===== config.mk =====
export PLATFORM = sky130hd
export DESIGN_NAME = rc5_enc_ctrl
export DESIGN_NICKNAME = d
export VERILOG_FILES = /design/src/rtl/rc5_pkg.sv /design/src/rtl/rc5_round.sv /design/src/rtl/rc5_enc_ctrl.sv
export SDC_FILE = /design/constraint.sdc
export NUM_CORES = 2
export LEC_CHECK = 0
export CORE_MARGIN = 2
export CORE_UTILIZATION = 62
export DETAILED_ROUTE_END_ITERATION = 6
export GPL_ROUTABILITY_DRIVEN = 0
export PLACE_DENSITY = 0.81
export SLEW_MARGIN = 40
export SYNTH_ARGS = -nofsm -noshare
export SYNTH_HDL_FRONTEND = slang
export SYNTH_SLANG_ARGS = --single-unit

===== constraint.sdc =====
create_clock -name clk -period 14.5 [get_ports clk]
set_clock_uncertainty 0.1 [all_clocks]
set_input_delay 1.45 -clock clk [delete_from_list [all_inputs] [get_ports clk]]
set_output_delay 1.45 -clock clk [all_outputs]
set_load 0.02 [all_outputs]

===== src/rtl/rc5_pkg.sv =====
// Shared definitions for the RC5-32 engine: FSM state encoding, default
// geometry, key-schedule magic constants and a 32-bit rotate-left helper.
package rc5_pkg;

    localparam int RC5_W = 32;
    localparam int RC5_R = 12;

    localparam logic [31:0] P32 = 32'hB7E1_5163;
    localparam logic [31:0] Q32 = 32'h9E37_79B9;

    typedef enum logic [1:0] {
        IDLE  = 2'd0,
        ROUND = 2'd1,
        DONE  = 2'd2
    } rc5_state_t;

    function automatic logic [31:0] rotl(input logic [31:0] x, input logic [4:0] n);
        if (n == 5'd0) return x;
        return (x << n) | (x >> (6'd32 - {1'b0, n}));
    endfunction

endpackage


===== src/rtl/rc5_round.sv =====
// One combinational RC5 encryption round. A' is chained straight into the
// B half so a full round completes in a single cycle.
module rc5_round #(
    parameter int W = 32
) (
    input  logic [W-1:0] i_a,
    input  logic [W-1:0] i_b,
    input  logic [W-1:0] i_s_even,
    input  logic [W-1:0] i_s_odd,
    output logic [W-1:0] o_a,
    output logic [W-1:0] o_b
);

    localparam int LW = $clog2(W);

    // Only the low log2(W) bits of the amount matter; zero is a pass-through.
    function automatic logic [W-1:0] rotl_w(input logic [W-1:0] x, input logic [LW-1:0] n);
        if (n == '0) return x;
        return (x << n) | (x >> (W - int'(n)));
    endfunction

    logic [W-1:0] w_a_n;

    assign w_a_n = rotl_w(i_a ^ i_b, i_b[LW-1:0]) + i_s_even;
    assign o_a   = w_a_n;
    assign o_b   = rotl_w(i_b ^ w_a_n, w_a_n[LW-1:0]) + i_s_odd;

endmodule


===== src/rtl/rc5_enc_ctrl.sv =====
// Iterative RC5 encryptor: owns the expanded-key table, runs one round per
// clock, valid/ready on both sides. Optional RC5_BLKCNT_EN adds blk_cnt.
module rc5_enc_ctrl
    import rc5_pkg::*;
#(
    parameter int W  = RC5_W,
    parameter int R  = RC5_R,
    parameter int AW = 5
) (
    input  logic            clk,
    input  logic            rst,
    input  logic            in_valid,
    output logic            in_ready,
    input  logic [2*W-1:0]  in_data,
    output logic            out_valid,
    input  logic            out_ready,
    output logic [2*W-1:0]  out_data,
    input  logic            sk_we,
    input  logic [AW-1:0]   sk_addr,
    input  logic [W-1:0]    sk_data,
    output logic            busy,
    output logic            sk_err
`ifdef RC5_BLKCNT_EN
    ,
    output logic [15:0]     blk_cnt
`endif
);

    localparam int NS = 2 * R + 2;
    localparam int SW = $clog2(NS);
    localparam int IW = $clog2(R + 1);

    rc5_state_t       r_state;
    rc5_state_t       w_state_n;
    logic [IW-1:0]    r_i;
    logic [W-1:0]     r_a;
    logic [W-1:0]     r_b;
    logic [2*W-1:0]   r_out;
    logic             r_sk_err;
    logic [W-1:0]     r_s [0:NS-1];

    logic             w_accept;
    logic             w_last;
    logic             w_sk_ok;
    logic [SW-1:0]    w_ie;
    logic [SW-1:0]    w_io;
    logic [SW-1:0]    w_sk_idx;
    logic [W-1:0]     w_a_n;
    logic [W-1:0]     w_b_n;

    assign w_accept = (r_state == IDLE) && in_valid;
    assign w_last   = (r_i == IW'(R));
    assign w_ie     = SW'({r_i, 1'b0});
    assign w_io     = SW'({r_i, 1'b1});
    assign w_sk_idx = sk_addr[SW-1:0];
    // A coinciding accept wins over a key write; out-of-range indices are refused.
    assign w_sk_ok  = sk_we && (r_state == IDLE) && !in_valid && (sk_addr <= AW'(NS - 1));

    rc5_round #(.W(W)) u_round (
        .i_a      (r_a),
        .i_b      (r_b),
        .i_s_even (r_s[w_ie]),
        .i_s_odd  (r_s[w_io]),
        .o_a      (w_a_n),
        .o_b      (w_b_n)
    );

    always_ff @(posedge clk) begin
        if (rst) r_state <= IDLE;
        else     r_state <= w_state_n;
    end

    always_comb begin
        w_state_n = r_state;
        case (r_state)
            IDLE:    if (in_valid) w_state_n = ROUND;
            ROUND:   if (w_last) w_state_n = DONE;
            DONE:    if (out_ready) w_state_n = IDLE;
            default: w_state_n = IDLE;
        endcase
    end

    always_ff @(posedge clk) begin
        if (rst) begin
            r_a      <= '0;
            r_b      <= '0;
            r_i      <= '0;
            r_out    <= '0;
            r_sk_err <= 1'b0;
        end else begin
            if (sk_we && !w_sk_ok) r_sk_err <= 1'b1;
            if (w_accept) begin
                r_a <= in_data[W-1:0] + r_s[0];
                r_b <= in_data[2*W-1:W] + r_s[1];
                r_i <= IW'(1);
            end else if (r_state == ROUND) begin
                r_a <= w_a_n;
                r_b <= w_b_n;
                if (w_last) r_out <= {w_b_n, w_a_n};
                else        r_i   <= r_i + IW'(1);
            end
        end
    end

    // Key table deliberately survives reset.
    always_ff @(posedge clk) begin
        if (w_sk_ok) r_s[w_sk_idx] <= sk_data;
    end

`ifdef RC5_BLKCNT_EN
    logic [15:0] r_blk_cnt;

    always_ff @(posedge clk) begin
        if (rst)                                    r_blk_cnt <= '0;
        else if ((r_state == DONE) && out_ready)    r_blk_cnt <= r_blk_cnt + 16'd1;
    end

    assign blk_cnt = r_blk_cnt;
`endif

    assign in_ready  = (r_state == IDLE);
    assign out_valid = (r_state == DONE);
    assign busy      = (r_state != IDLE);
    assign out_data  = r_out;
    assign sk_err    = r_sk_err;

endmodule


==> metrics <==
status complete, but fails checks; Hold Violations, Final 0; DRT antenna net count 0; clock slew at reported path FFs 0.07 ns; RSZ-0062 raised after global routing false; initial antenna violation count 13; HP Start out_data[32]$_SDFFE_PP0P_; Rel. slew slack 38.8%; CP Class register to register; crit path DAT 11.99 ns; largest net degree at the start of global routing 73; Area after DPL 53600 um2; CTS sink count 967; Pre-antenna DRT Iters 7; ys flop type edfxtp_1; Worst Tran Pin Value 0.912 ns; R2R depth 41; HP Class register to register; # IOs 174; hold depth 2; Non-Filler Cell Area, Final 56900 um2; synth top area cells edfxtp_1 49%, mux4_2 13%, dfxtp_1 5.3%; root buf cell clkbuf_16; endpoints failing setup 0; share of layout cells above drive strength 1 16.3%; FFs w/ async S/R, synth 0%; top cell type's share of synthesized area 49.3%; highest clock rate 86.3 MHz; Die ar. 84100 um2; setup slack, reg-to-reg 2.91 ns; WL/cell 33.4 um; vias per std cell 7.39; CTS H-tree lvls 3; violated checks DRC; reg-to-reg critical path startpoint r_b[0]$_SDFFE_PP0P_; Startpoint Class register; post-CTS sizing 0; first-pass GRT wire length 250000 um; IO Port Bufs 173; CTS tree done; DR iter-0 viols 7012; Required @ worst endpoint 14.89 ns; Placement Setup Slack 3.52 ns; final wirelength 173000 um; Mapped Area 50700 um2; HPWL after DPL 112000 um; synth warn 0; Syn Inst Count 3954; final worst slack 2.91 ns; sequential area share after synthesis 54.6%; total negative slack 0 ns; Post-Route Utilization 70.5%; vias in the first global route 36.3k; fin crit share 80.0%; DIE HEIGHT 290 um; Post-synth EDFFs 832; DRC 151; largest area contributor in the netlist edfxtp_1; Synth-to-Final Area Change 12.2%; Worst R2R End r_b[31]$_SDFFE_PP0P_; slowest library cell on the worst path nor4_1; Yosys reg bits 967; CTS buffer count 95; postcts setup bufs 0; Skew-Pair Late Insertion Delay 0.68 ns; min cycle time layout 11.59 ns; core area 80700 um2; Nets 4283; Global Route Usage Sum 40.7%; die width 290 um; Yosys cell types 87; critical path peak fanout 52; Mapped Nets 4196; WHS Endpoint out_data[32]$_SDFFE_PP0P_; CP max stage delay 0.66 ns; Final Max Slew Viols 0; total gr overflow 0; Avg Cell Area, Syn 12.8 um2; via count 38.4k; CP Capture Type register; max-cap viol count 0; site row count 104; Post-CTS Hold Buffers 0; Initial Util 62.8%; CTS max path bufs 3
==> area by class of cell <==
type                            instances  area [um2]
Tap cell                             1060        1330
Inverter                               47         176
Clock inverter                         66         697
Sequential cell                       967       27700
Clock buffer                          114        2530
Multi-Input combinational cell       2681       22200
Antenna cell                            6        15.0
Timing Repair Buffer                  249        2180
Fill cell                            5128       23800
==> worst max-delay path by stage <==
stage	slack, ns	startpoint	end	cells after the start
floorplan	4.33	r_b[0]$_SDFFE_PP0P_	r_b[30]$_SDFFE_PP0P_	45
finish	2.91	r_b[0]$_SDFFE_PP0P_	r_b[31]$_SDFFE_PP0P_	41
global route	2.22	r_b[0]$_SDFFE_PP0P_	r_b[30]$_SDFFE_PP0P_	43
global placement	3.72	r_b[0]$_SDFFE_PP0P_	r_b[31]$_SDFFE_PP0P_	36
CTS	3.45	r_b[0]$_SDFFE_PP0P_	r_b[31]$_SDFFE_PP0P_	41
detailed placement	3.52	r_b[0]$_SDFFE_PP0P_	r_b[31]$_SDFFE_PP0P_	41
==> logic make-up (layout without fill, tap and decap cells) <==
| kind of cell | Yosys count | in the layout | synth area share (%) |
|---|---|---|---|
| simple gates | 968 | 968 | 8.28 |
| flops | 967 | 967 | 54.6 |
| compound gates | 959 | 959 | 11.8 |
| mux | 404 | 404 | 15.4 |
| buf+inv | 306 | 476 | 2.30 |
| xor+xnor | 214 | 214 | 4.27 |
| fa+ha+maj | 136 | 136 | 3.42 |
| other cells | 0 | 6 | 0 |
==> state kept, by name (all words and copies together), names as in the netlist <==
signal and cells:
sk_err 1, r_i 4, r_b 32, r_state 2
r_a 32, r_s 832, out_data 64
==> metal layers <==
layer  vias to the layer above  wire length (um)  global-route usage, %
li1                      15516                 -                      -
met1                     18292             56900                   50.6
met2                      3599             75500                   61.0
met3                       927             26800                   15.2
met4                        20             13900                   25.0
met5                         -               126                      0
==> placed cells by master, fill, tap and decap left out, types with 95 or more instances in the layout <==
cell             count
ha_1               129
dfxtp_1            128
a21oi_1            364
xnor2_1            108
nand2_1            350
mux4_2             297
nor2_1             337
clkbuf_16           95
edfxtp_1           832
o21ai_0            172
clkdlybuf4s50_1    141
==> per-stage QoR <==
stage | hold slack, ns | instances
CTS | 0.354 | 5183
finish | 0.351 | 5190
floorplan | 0.368 | 3954
global placement | 0.342 | 4999
detailed placement | 0.345 | 5003
global route | 0.370 | 5185
==> Yosys cell counts, types with 24 or more instances <==
cell type,instances
edfxtp_1,832
nor2_1,367
a21oi_1,365
nand2_1,351
mux4_2,297
clkbuf_1,196
o21ai_0,172
dfxtp_1,135
ha_1,132
xnor2_1,120
a211oi_1,88
mux2i_1,86
xor2_1,73
nor3_1,64
a21o_1,58
buf_1,53
inv_1,42
nand3_1,40
o211ai_1,29
a221oi_1,28
a31oi_1,28
nand2b_1,28
o22ai_1,28
a22oi_1,26
nor2b_1,25
o21a_1,24
==> worst max-delay path: cells and delay by family, from the launching register on <==
| kind | cells | cell delay, ns |
|---|---|---|
| multiplexers | 2 | 0.96 |
| buffers and inverters | 4 | 1.30 |
| XOR/XNOR | 1 | 0.22 |
| flip-flops | 1 | 0.33 |
| adder cells (fa/ha/maj) | 3 | 1.14 |
| AO/OA/AOI/OAI | 19 | 4.44 |
| AND/OR/NAND/NOR | 12 | 2.84 |
Power is left out: the tool's default activity adds up to more than one toggle a clock period on the data nets, which glitch-free logic cannot reach.
